$ cat src/rtl/uart_bfm_pkg.sv
// Shared constants for the 8N1 UART bench peer: frame geometry and FSM state encodings.
package uart_bfm_pkg;

   localparam int unsigned DATA_BITS = 8;
   localparam logic [7:0]  ASCII_LF  = 8'h0A;

   // TX FSM state encodings
   localparam logic [1:0] TX_IDLE  = 2'd0;
   localparam logic [1:0] TX_START = 2'd1;
   localparam logic [1:0] TX_DATA  = 2'd2;
   localparam logic [1:0] TX_STOP  = 2'd3;

   // RX FSM state encodings
   localparam logic [1:0] RX_IDLE  = 2'd0;
   localparam logic [1:0] RX_START = 2'd1;
   localparam logic [1:0] RX_DATA  = 2'd2;
   localparam logic [1:0] RX_STOP  = 2'd3;

endpackage : uart_bfm_pkg

$ cat src/rtl/uart_bfm_rx.sv
// 8N1 receiver: 2-flop synchronizer, glitch-filtered start detect, mid-bit sampling.
module uart_bfm_rx
   import uart_bfm_pkg::*;
#(
   parameter int unsigned CLKS_PER_BIT = 4167
) (
   input  logic                 clk,
   input  logic                 rst_n,
   input  logic                 ser_rx_i,
   output logic                 rx_finish_o,
   output logic [DATA_BITS-1:0] rx_byte_o
);

   localparam int unsigned    CNT_W     = (CLKS_PER_BIT > 1) ? $clog2(CLKS_PER_BIT) : 1;
   localparam logic [CNT_W-1:0] BIT_LAST  = CNT_W'(CLKS_PER_BIT - 1);
   localparam logic [CNT_W-1:0] HALF_LAST = CNT_W'(CLKS_PER_BIT / 2 - 1);
   localparam int unsigned    IDX_W     = $clog2(DATA_BITS);
   localparam logic [IDX_W-1:0] IDX_LAST  = IDX_W'(DATA_BITS - 1);

   logic                 sync1_q, sync2_q, prev_q;
   logic [1:0]           state_q, state_d;
   logic [CNT_W-1:0]     cnt_q, cnt_d;
   logic [IDX_W-1:0]     idx_q, idx_d;
   logic [DATA_BITS-1:0] shreg_q, shreg_d;
   logic                 rx_finish_q, rx_finish_d;
   logic [DATA_BITS-1:0] rx_byte_q, rx_byte_d;

   // Synchronize the asynchronous line and keep one delayed copy for edge detection
   always_ff @(posedge clk) begin
      if (!rst_n) begin
         sync1_q <= 1'b1;
         sync2_q <= 1'b1;
         prev_q  <= 1'b1;
      end else begin
         sync1_q <= ser_rx_i;
         sync2_q <= sync1_q;
         prev_q  <= sync2_q;
      end
   end

   // RX state and datapath registers
   always_ff @(posedge clk) begin
      if (!rst_n) begin
         state_q     <= RX_IDLE;
         cnt_q       <= '0;
         idx_q       <= '0;
         shreg_q     <= '0;
         rx_finish_q <= 1'b0;
         rx_byte_q   <= '0;
      end else begin
         state_q     <= state_d;
         cnt_q       <= cnt_d;
         idx_q       <= idx_d;
         shreg_q     <= shreg_d;
         rx_finish_q <= rx_finish_d;
         rx_byte_q   <= rx_byte_d;
      end
   end

   // Next state: half-bit check of the start bit, then full-bit spacing to stay at mid-bit
   always_comb begin
      state_d     = state_q;
      cnt_d       = cnt_q + 1'b1;
      idx_d       = idx_q;
      shreg_d     = shreg_q;
      rx_finish_d = 1'b0;
      rx_byte_d   = rx_byte_q;
      case (state_q)
         RX_IDLE: begin
            cnt_d = '0;
            if (prev_q && !sync2_q) state_d = RX_START;
         end
         RX_START: begin
            if (cnt_q == HALF_LAST) begin
               cnt_d   = '0;
               idx_d   = '0;
               state_d = sync2_q ? RX_IDLE : RX_DATA;
            end
         end
         RX_DATA: begin
            if (cnt_q == BIT_LAST) begin
               cnt_d   = '0;
               shreg_d = {sync2_q, shreg_q[DATA_BITS-1:1]};
               if (idx_q == IDX_LAST) state_d = RX_STOP;
               else                   idx_d   = idx_q + 1'b1;
            end
         end
         RX_STOP: begin
            if (cnt_q == BIT_LAST) begin
               cnt_d   = '0;
               state_d = RX_IDLE;
               if (sync2_q) begin
                  rx_byte_d   = shreg_q;
                  rx_finish_d = 1'b1;
               end
            end
         end
         default: state_d = RX_IDLE;
      endcase
   end

   assign rx_finish_o = rx_finish_q;
   assign rx_byte_o   = rx_byte_q;

endmodule : uart_bfm_rx

$ cat config.mk
export PLATFORM = sky130hd
export DESIGN_NAME = uart_bfm_rx
export DESIGN_NICKNAME = d
export VERILOG_FILES = /design/src/rtl/uart_bfm_pkg.sv /design/src/rtl/uart_bfm_rx.sv
export SDC_FILE = /design/constraint.sdc
export NUM_CORES = 1
export LEC_CHECK = 0
export BUFFER_PORTS_ARGS = -buffer_cell sky130_fd_sc_hd__buf_2
export CORE_UTILIZATION = 61
export CTS_BUF_LIST = sky130_fd_sc_hd__clkbuf_8
export CTS_CLUSTER_DIAMETER = 60
export DETAILED_ROUTE_END_ITERATION = 8
export PLACE_DENSITY = 0.8
export SYNTH_ARGS = -nofsm -noshare
export SYNTH_HDL_FRONTEND = slang
export SYNTH_SLANG_ARGS = --single-unit
export TNS_END_PERCENT = 20
$ cat constraint.sdc
create_clock -name clk -period 3.66 [get_ports clk]
set_input_delay 0.366 -clock clk [delete_from_list [all_inputs] [get_ports clk]]
set_output_delay 0.366 -clock clk [all_outputs]
set_load 0.02 [all_outputs]
==> metrics.md, run 1 <==
| Metric | Value |
|---|---|
| Worst hold margin | 0.2677 ns |
| Die Ht | 54.15 microns |
| Core ar. | 0.002522 sq mm |
| Number of port buffers | 11 |
| Number of max-cap violations | 0 |
| Power consumption | 789.1 uW |
| First-pass GRT wire length | 4.843 mm |
| CTS Buf Count | 5 |
| Commonest non-fill, non-tap cell in the layout | dfxtp_1 |
| Place WS | 1.646 ns |
| Cells along the critical path | ha_1 -> nor4b_4 -> nand4_1 -> nor2b_1 -> mux2i_1 |
| Final setup viols | 0 |
| Fill cell count | 177 |
| Status | finished clean |
| WP depth | 5 |
| Detailed placement HPWL | 2.089 mm |
| Worst path max stage delay | 0.72 ns |
| Count of cell types in the netlist | 36 |
| RSZ-0062 raised after global routing | false |
| CP Capture Type | register |
| P&R area growth vs syn | 10.48% |
| Most frequent cells in the layout | 38 x dfxtp_1, 25 x nand2_1, 19 x mux2i_1 |
| Top delay family on crit path | simple AND/OR/NAND/NOR gates |
| Syn nets | 178 |
| Initial Util | 0.6577 |
| Hold depth | 2 |
| Width of the chip | 54.15 microns |
| Clock Skew | 0.005291 ns |
| Final TNS setup | 0 ns |
| Crit path arrival time | 2.27 ns |
| DR vias/cell | 5.808 |
| Worst-Margin Slew | 0.8748 ns |
| Share of post-route cells with drive strength above 1 | 0.1366 |
| Final wirelength | 2.971 mm |
| Hold Fails Final Rpt | 0 |
| VDD IR max | 0.4523 mV |
| Worst R2R Path Depth | 5 |
| Pins Over Slew Limit | 0 |
| Gpl congestion | 0.8944 |
| Largest net degree at the start of global routing | 29 |
| Syn. warnings | 0 |
| Clk buf depth | 2 |
| GR Overflow Total | 0 |
| Pwr per Cell Area | 430.5 mW/mm^2 |
| Most used DFF post-synth | dfxtp_1 |
| Nets | 190 |
| Hold Buf Count CTS | 0 |
| Antenna Violating Nets Remaining | 0 |
| Final setup margin | 1.608 ns |
| Slew margin rel. | 0.4156 |
| Root Driver | clkbuf_8 |
| Min-Delay Path Class | input port to register |
| Worst EP required | 3.88 ns |
| DR WL/cell | 13.95 microns |
| Crit share post-route | 0.5608 |
| Clock transition at path regs | 0.07 ns |
| Worst-path fanout max | 8 |
| Clk sinks | 38 |
| Max Clk Rate | 487.2 MHz |
| I/O pin total | 12 |
| Die ar. | 0.002932 sq mm |
| Worst setup SP type | register |
| CTS tree | built |
| CP Buf/Inv Count | 0 |
| Initial antenna violation count | 0 |
| Cells after Synth | 171 |
| Antenna cells | 0 |
| Number of synthesized flops with an enable pin | 0 |
| Vias in the first global route | 1112 |
| Slowest-stage cell, CP | nor2b_1 |
| Iter 0 DRT Violations | 34 |
| Post-CTS Setup Repair Bufs | 0 |
| Post-CTS resize count | 0 |
| #FFs+latches synth | 38 |
| Share of the yosys chip area belonging to registers | 0.4585 |
| Fin crit period | 2.052 ns |
| Gr usage total | 0.2416 |
| Post-Syn Area per Cell | 9.702 sq um |
| Drt drc | 0 |
| Cell Rows | 18 |
| H-Tree Depth | 2 |
| Leakage | 0.0006236 uW |
| Drt pass-1 iters | 4 |
| CP Class | register to register |
| Worst-Skew Late Latency | 0.29 ns |
| Ys async rst share | 0 |
| Via count | 1237 |
| Synthesized cell area | 0.001659 sq mm |
==> cell type report <==
class                           instances  area, sq um  area share
Multi-Input combinational cell        121        844.6      0.4608
Sequential cell                        38        760.7      0.4150
Clock buffer                            6        82.58     0.04505
Timing Repair Buffer                   11        55.05     0.03003
Tap cell                               30        37.54     0.02048
Clock inverter                          1        30.03     0.01638
Inverter                                6        22.52     0.01229
==> kinds of logic after synthesis <==
family	count (synthesis)	synth area share
XOR/XNOR	11	0.05807
buffers and inverters	12	0.03242
multiplexers	19	0.1146
adder cells (fa/ha/maj)	4	0.03017
AND/OR/NAND/NOR	77	0.2639
AO/OA/AOI/OAI	10	0.04223
flip-flops	38	0.4585
==> worst register-to-register path: stages, from the launching register on <==
cell and delay [ns]:
dfxtp_1 0.40, ha_1 0.17, nor4b_4 0.22, nand4_1 0.18, nor2b_1 0.72, mux2i_1 0.29
==> registers in the layout, summed over array words and instances (netlist names), named ones only <==
signal       count
cnt_q           13
rx_byte_o        8
shreg_q          8
idx_q            3
prev_q           1
rx_finish_o      1
state_q          1
sync1_q          1
sync2_q          1
==> path summary, 6_finish.rpt <==
path	to	slack, ns	startpoint
worst max-delay path	shreg_q[0]$_SDFFE_PN0P_	1.61	cnt_q[1]$_SDFF_PN0_
worst min-delay path	sync1_q$_SDFF_PN1_	0.27	ser_rx_i
worst max register to register	shreg_q[0]$_SDFFE_PN0P_	1.61	cnt_q[1]$_SDFF_PN0_
worst min register to register	sync2_q$_SDFF_PN1_	0.43	sync1_q$_SDFF_PN1_
==> cell usage after synthesis, types with 3 or more instances <==
| library cell | number | area, sq um |
|---|---|---|
| xnor2_1 | 9 | 78.83 |
| nand2b_1 | 3 | 18.77 |
| clkbuf_1 | 3 | 11.26 |
| nand3_1 | 9 | 45.04 |
| inv_1 | 6 | 22.52 |
| ha_1 | 4 | 50.05 |
| nor2b_1 | 3 | 18.77 |
| nand2_1 | 25 | 93.84 |
| mux2i_1 | 19 | 190.2 |
| dfxtp_1 | 38 | 760.7 |
| nor3_1 | 11 | 55.05 |
| nor4_1 | 4 | 25.02 |
| nor2_1 | 9 | 33.78 |
==> power breakdown <==
group | total, uW | internal, uW | switching [uW]
registers | 418 | 416 | 2.63
logic | 12.3 | 3.49 | 8.83
clock network | 358 | 218 | 141
total | 789 | 637 | 152
==> stage by stage <==
step | utilization | instance area, sq um | instances
2_1_floorplan | - | 1659 | 171
3_3_place_gp | 0.6820 | 1720 | 206
3_5_place_dp | 0.6820 | 1720 | 206
4_1_cts | 0.7267 | 1833 | 213
5_1_grt | 0.7267 | 1833 | 213
6_report | 0.7267 | 1833 | 213
==> per-layer routing <==
metal / global-route usage / share of wire / vias up
met1: 0.2756 / 0.46 / 585
met4: 0.1282 / 0.022 / 0
met2: 0.3841 / 0.47 / 29
met5: 0 / 0 / -
met3: 0.09605 / 0.048 / 9
li1: - / - / 614
(Power assumes the default switching activity.)
==> run 2, diff against run 1 <==
clock period = 1.9 ns   (was 3.66 ns; I/O delays follow)
==> run 2 against run 1 <==
Compared with the run above: maximum frequency is 21% higher; design area is 1.5% higher; die area stayed put; critical endpoint is now rx_byte_o[0]$_SDFFE_PN0P_; largest power group unchanged.
==> metrics.md, run 2 (synthesized netlist as in run 1, its figures left out) <==
| Metric | Value |
|---|---|
| Post-CTS Setup Repair Bufs | 0 (unchanged) |
| Drt pass-1 iters | 4 (unchanged) |
| Die Ht | 54.15 microns (unchanged) |
| RSZ-0062 raised after global routing | false |
| CP Capture Type | register |
| Largest net degree at the start of global routing | 18 (-38%) |
| Slew margin rel. | 0.7203 (+0.3046) |
| Sw Ratio | 0.1911 (-0.001559) |
| Final setup margin | 0.2047 ns (-1.403 ns) |
| Number of port buffers | 11 (unchanged) |
| Power consumption | 1454 uW (+84%) |
| Width of the chip | 54.15 microns (unchanged) |
| Gr usage total | 0.2258 (-0.01584) |
| Crit path arrival time | 1.89 ns (-0.38 ns) |
| Launch point of the worst path | cnt_q[0]$_SDFF_PN0_ |
| Nets | 194 (+2.1%) |
| Min-Delay Startpoint | ser_rx_i |
| Post-CTS resize count | 0 (unchanged) |
| Gpl congestion | 0.8650 (-3.3%) |
| Vias in the first global route | 1080 (-2.9%) |
| Initial Util | 0.6577 (unchanged) |
| Drt drc | 0 (unchanged) |
| CTS Buf Count | 5 (unchanged) |
| Reg-to-reg slack, setup | 0.20 ns (-1.40 ns) |
| Worst-Margin Slew | 0.4196 ns (-0.4552 ns) |
| Pins Over Slew Limit | 0 (unchanged) |
| Most frequent cells in the layout | 38 x dfxtp_1, 25 x nand2_1, 19 x mux2i_1 |
| Final wirelength | 3.040 mm (+2.3%) |
| CP Capture Point | rx_byte_o[0]$_SDFFE_PN0P_ |
| I/O pin total | 12 (unchanged) |
| Cell Rows | 18 (unchanged) |
| Clk sinks | 38 (unchanged) |
| Via count | 1242 (+0.40%) |
| Worst setup SP type | register |
| Worst hold margin | 0.09697 ns (-0.1708 ns) |
| Hold Fails Final Rpt | 0 (unchanged) |
| Fill cell count | 211 (+19%) |
| CTS tree | built |
| Die ar. | 0.002932 sq mm (unchanged) |
| Reg area | 760.7 sq um (unchanged) |
| Comb pwr share | 0.018 (+0.002) |
| Min-Delay Path Class | input port to register |
| Hold Buf Count CTS | 0 (unchanged) |
| Number of max-cap violations | 0 (unchanged) |
| Biggest register | cnt_q |
| Pwr per Cell Area | 781.3 mW/mm^2 (+81%) |
| DR WL/cell | 13.94 microns (about the same) |
| Worst-path fanout max | 8 (unchanged) |
| Clock Skew | 0.007666 ns (+0.002374 ns) |
| Root Driver | clkbuf_8 |
| Clock transition at path regs | 0.07 ns (about the same) |
| Detailed placement HPWL | 2.202 mm (+5.4%) |
| Worst R2R Path Depth | 7 (+2) |
| Sw Pwr | 277.8 uW (+83%) |
| Worst EP required | 2.10 ns (-1.78 ns) |
| Crit share post-route | 0.8923 (+0.3315) |
| Reg-to-reg critical path startpoint | cnt_q[0]$_SDFF_PN0_ |
| Antenna Violating Nets Remaining | 0 (unchanged) |
| Max Clk Rate | 589.9 MHz (+21%) |
| Antenna cells | 0 (unchanged) |
| P&R area growth vs syn | 12.14% |
| Core ar. | 0.002522 sq mm (unchanged) |
| Clk buf depth | 2 (unchanged) |
| Final TNS setup | 0 ns (unchanged) |
| Commonest non-fill, non-tap cell in the layout | dfxtp_1 |
| DR vias/cell | 5.697 (-1.9%) |
| Leakage | 0.0006438 uW (+3.2%) |
| Seq pwr share | 0.555 (+0.025) |
| CP Class | register to register |
| First-pass GRT wire length | 4.719 mm (-2.6%) |
| Final setup viols | 0 (unchanged) |
| Part of the power in the clock network | 0.428 (-0.026) |
| GR Overflow Total | 0 (unchanged) |
| Initial antenna violation count | 0 (unchanged) |
| Max FFs per register | 13 (unchanged) |
| H-Tree Depth | 2 (unchanged) |
| Multi-input gate area | 844.6 sq um (unchanged) |
| Status | finished clean |
| Iter 0 DRT Violations | 23 (-32%) |
| Fin crit period | 1.695 ns (-0.3571 ns) |
| Worst r2r dst | rx_byte_o[0]$_SDFFE_PN0P_ |
| Post-layout util | 0.7376 (+0.01091) |
| VDD IR max | 0.9799 mV (+120%) |
| Share of post-route cells with drive strength above 1 | 0.1596 (+0.02296) |
| Place WS | 0.2184 ns (-1.428 ns) |
| Worst-Skew Late Latency | 0.28 ns (about the same) |
| Internal | 1176 uW (+85%) |
## run 2: layer usage
| layer | global-route usage | up-vias | wire length (microns) |
|---|---|---|---|
| li1 | - | 624 | - |
| met1 | 0.2877 | 594 | 1490 |
| met4 | 0.05983 | 0 | 10 |
| met3 | 0.06497 | 2 | 105 |
| met2 | 0.3699 | 22 | 1433 |
| met5 | 0 | - | 0 |
## run 2: power by group through the flow
stage               clock network (uW)  logic, uW  registers (uW)
detailed placement                   0       25.8             824
CTS                                632       25.7             806
global placement                     0       25.1             824
floorplan                            0       20.5             821
finish                             621       25.9             806
global route                       660       28.6             806
## run 2: how the worst min path moves through the flow
stage | depth (start not counted) | slack (ns) | endpoint
after floorplan | 1 | 0.29 | sync1_q$_SDFF_PN1_
after global placement | 2 | 0.38 | sync1_q$_SDFF_PN1_
after detailed placement | 2 | 0.38 | sync1_q$_SDFF_PN1_
after CTS | 2 | 0.1 | sync1_q$_SDFF_PN1_
after global routing | 2 | 0.09 | sync1_q$_SDFF_PN1_
final | 2 | 0.1 | sync1_q$_SDFF_PN1_
## run 2: layout make-up
type / instances / share of cell area
Timing Repair Buffer: 15 / 0.04573
Clock buffer: 8 / 0.05918
Multi-Input combinational cell: 121 / 0.4539
Sequential cell: 38 / 0.4089
Inverter: 6 / 0.01210
Tap cell: 30 / 0.02017
## run 2: per-stage QoR
stage / cells / instance area, sq um
final: 218 / 1861
after global routing: 218 / 1861
after CTS: 218 / 1861
after detailed placement: 210 / 1750
after global placement: 210 / 1750
after floorplan: 171 / 1659
## run 2: worst max-delay path, cell delays in order (launching register included)
cell	delay, ns
dfxtp_1	0.36
inv_1	0.07
ha_1	0.14
nor4b_4	0.22
nand2_2	0.17
nor3_4	0.22
buf_4	0.22
mux2i_1	0.22
==> run 3, diff against run 2 <==
ABC_AREA = 1   (was not set)
MAX_ROUTING_LAYER = met4   (was not set)
PLACE_DENSITY = 0.79   (was 0.8)
==> run 3 against run 2 <==
Compared with the run above: synthesized cell count increased by 36%; first-iteration DRC count grew to 2.6 times the previous value; critical path depth rose by 2; via count increased by 17%; area after synthesis grew 2.0%; setup slack better by 0.0054 ns; routed wire length grew 9.2%; clock power down 19%; final cell count increased by 27%; critical endpoint is now cnt_q[2]$_SDFF_PN0_; largest cell class unchanged.
==> metrics.md, run 3 <==
| Metric | Value |
|---|---|
| Initial antenna violation count | 0 (unchanged) |
| Final Cell Area | 0.001828 sq mm (-1.7%) |
| Critical Path Most Common Cell | nand2_1 |
| Biggest register | cnt_q |
| CTS Buf Count | 5 (unchanged) |
| Clock transition at path regs | 0.07 ns (about the same) |
| Drt drc | 0 (unchanged) |
| Iter 0 DRT Violations | 60 (+160%) |
| Drt pass-1 iters | 4 (unchanged) |
| CTS tree | built |
| Synthesized cell area | 0.001693 sq mm (+2.0%) |
| Pwr per Cell Area | 807.0 mW/mm^2 (+3.3%) |
| Final wirelength | 3.321 mm (+9.2%) |
| Worst-Skew Late Latency | 0.29 ns (about the same) |
| Share of the yosys chip area belonging to registers | 0.4494 (-0.009150) |
| CP Buf/Inv Count | 2 (unchanged) |
| Worst r2r dst | cnt_q[2]$_SDFF_PN0_ |
| Antenna cells | 0 (unchanged) |
| Number of synthesized flops with an enable pin | 0 (unchanged) |
| Fill cell count | 220 (+4.3%) |
| Core ar. | 0.002545 sq mm (+0.89%) |
| Post-CTS resize count | 0 (unchanged) |
| Fin crit period | 1.690 ns (-0.005381 ns) |
| Most used DFF post-synth | dfxtp_1 |
| Synth area leaders | dfxtp_1 45%, nand2_1 13%, nand3_1 7.4% |
| Clock Skew | 0.006332 ns (-0.001334 ns) |
| Hold depth | 2 (unchanged) |
| First-pass GRT wire length | 5.016 mm (+6.3%) |
| Pins Over Slew Limit | 0 (unchanged) |
| Count leader, synth | nand2_1 |
| Nets | 253 (+30%) |
| #FFs+latches synth | 38 (unchanged) |
| Reg area | 760.7 sq um (unchanged) |
| Number of port buffers | 11 (unchanged) |
| Slew margin rel. | 0.5915 (-0.1288) |
| Syn. warnings | 0 (unchanged) |
| Max FFs per register | 13 (unchanged) |
| VDD IR max | 0.7326 mV (-25%) |
| Final setup viols | 0 (unchanged) |
| Crit share post-route | 0.8894 (-0.002832) |
| P&R area growth vs syn | 7.982% |
| Slowest-stage cell, CP | dfxtp_1 |
| DR vias/cell | 5.268 (-7.5%) |
| Worst-Margin Slew | 0.6121 ns (+0.1925 ns) |
| Cells along the critical path | inv_1 -> ha_1 -> nand2_1 -> nor2_4 -> nand3_2 -> inv_2 -> o21ai_1 -> nand2_1 -> nor3_1 |
| Clk sinks | 38 (unchanged) |
| Hold Buf Count CTS | 0 (unchanged) |
| Via count | 1454 (+17%) |
| Synth cell count leaders | 57 x nand2_1, 38 x dfxtp_1, 28 x nor2_1 |
| Worst R2R Path Depth | 9 (+2) |
| Max Clk Rate | 591.7 MHz (+0.32%) |
| Root Driver | clkbuf_8 |
| Vias in the first global route | 1182 (+9.4%) |
| Synth area leader | dfxtp_1 |
| CP Capture Type | register |
| Die ar. | 0.002990 sq mm (+2.0%) |
| Final std cells w/o fill | 276 (+27%) |
| Most frequent cells in the layout | 57 x nand2_1, 38 x dfxtp_1, 28 x nor2_1 |
| Reg-to-reg slack, setup | 0.21 ns (about the same) |
| Clk buf depth | 2 (unchanged) |
| Hold Path End | sync1_q$_SDFF_PN1_ |
| Synth top area share | 0.4494 (-0.009150) |
| GR Overflow Total | 0 (unchanged) |
| CP Class | register to register |
| Largest net degree at the start of global routing | 23 (+5) |
| Final TNS setup | 0 ns (unchanged) |
| Detailed placement HPWL | 2.333 mm (+5.9%) |
| Crit path arrival time | 1.89 ns (about the same) |
| Min-Delay Startpoint | ser_rx_i |
| Count of cell types in the netlist | 23 (-36%) |
| Hold Fails Final Rpt | 0 (unchanged) |
| Post-CTS Setup Repair Bufs | 0 (unchanged) |
| Gpl congestion | 0.8904 (+2.9%) |
| Worst setup SP type | register |
| Gr usage total | 0.2537 (+0.02792) |
| Cell Rows | 18 (unchanged) |
| I/O pin total | 12 (unchanged) |
| Cells after Synth | 232 (+36%) |
| RSZ-0062 raised after global routing | false |
| WP depth | 9 (+2) |
| Width of the chip | 54.68 microns (+0.98%) |
| Min-Delay Path Class | input port to register |
| Die Ht | 54.68 microns (+0.98%) |
| Commonest non-fill, non-tap cell in the layout | nand2_1 |
| Worst EP required | 2.10 ns (about the same) |
| Leakage | 0.0007523 uW (+17%) |
| Syn nets | 239 (+34%) |
| Post-Syn Area per Cell | 7.297 sq um (-25%) |
| Ys async rst share | 0 (unchanged) |
| Number of max-cap violations | 0 (unchanged) |
| Placed Instance Area | 0.001752 sq mm (about the same) |
| DR WL/cell | 12.03 microns (-14%) |
| Worst-path fanout max | 13 (+5) |
| Placed Cells | 269 (+28%) |
| Initial Util | 0.6652 (+0.007454) |
| Share of post-route cells with drive strength above 1 | 0.1301 (-0.02949) |
| Reg-to-reg critical path startpoint | cnt_q[0]$_SDFF_PN0_ |
| H-Tree Depth | 2 (unchanged) |
| Status | finished clean |
| Top delay family on crit path | simple AND/OR/NAND/NOR gates |
| Antenna Violating Nets Remaining | 0 (unchanged) |
| Worst path max stage delay | 0.38 ns (+0.02 ns) |
| Multi-input gate area | 778.2 sq um (-7.9%) |
## run 3: cell types whose count changed in the layout (fill, tap and decap cells not counted), moves of 4 or more
| cell | previous run | this run |
|---|---|---|
| nor4_1 | 4 | 0 |
| xnor2_1 | 9 | 0 |
| mux2i_1 | 19 | 0 |
| inv_1 | 6 | 26 |
| nand2_1 | 25 | 57 |
| xor2_1 | 2 | 6 |
| a21oi_1 | 2 | 17 |
| nand3_1 | 9 | 25 |
| inv_2 | 0 | 4 |
| nor2_1 | 9 | 28 |
## run 3: stage by stage
stage	total power (uW)	hold slack, ns	setup WS, ns	utilization
floorplan	959.2	0.2966	0.5071	-
global placement	978.0	0.3784	0.3281	0.6883
detailed placement	989.0	0.3823	0.2041	0.6883
CTS	1482	0.08491	0.1934	0.7183
global route	1533	0.08998	0.02702	0.7183
finish	1475	0.09124	0.2100	0.7183
## run 3: layout make-up
class,instances,area share
multi-input cells,160,0.4257
flip-flops and latches,38,0.4162
inverters,28,0.05750
repair buffers,13,0.03833
clock buffers,5,0.03765
well taps,30,0.02053
clock inverters,2,0.004107
## run 3: how the worst max path moves through the flow
stage / startpoint / endpoint / slack [ns]
final: cnt_q[0]$_SDFF_PN0_ / cnt_q[2]$_SDFF_PN0_ / 0.21
after global routing: cnt_q[0]$_SDFF_PN0_ / cnt_q[8]$_SDFF_PN0_ / 0.03
after CTS: cnt_q[0]$_SDFF_PN0_ / cnt_q[9]$_SDFF_PN0_ / 0.19
after detailed placement: cnt_q[0]$_SDFF_PN0_ / cnt_q[2]$_SDFF_PN0_ / 0.20
after global placement: cnt_q[0]$_SDFF_PN0_ / cnt_q[10]$_SDFF_PN0_ / 0.33
after floorplan: cnt_q[0]$_SDFF_PN0_ / shreg_q[2]$_SDFFE_PN0P_ / 0.51
## run 3: metal layers
metal	wire (microns)	vias to the layer above	global-route usage
li1	-	756	-
met1	1570	662	0.3066
met2	1566	31	0.3695
met3	144	5	0.1028
met4	40	0	0.1068
met5	0	-	-
## run 3: cell families after synthesis
group / after synthesis / synth area share
AND/OR/NAND/NOR: 128 / 0.3326
flip-flops: 38 / 0.4494
buffers and inverters: 34 / 0.09091
AO/OA/AOI/OAI: 22 / 0.06651
XOR/XNOR: 6 / 0.03104
adder cells (fa/ha/maj): 4 / 0.02957
## run 3: report_power, final
group	switching (uW)	total, uW	internal [uW]
logic	89.4	135	45.6
clock network	262	504	242
registers	17.6	837	819
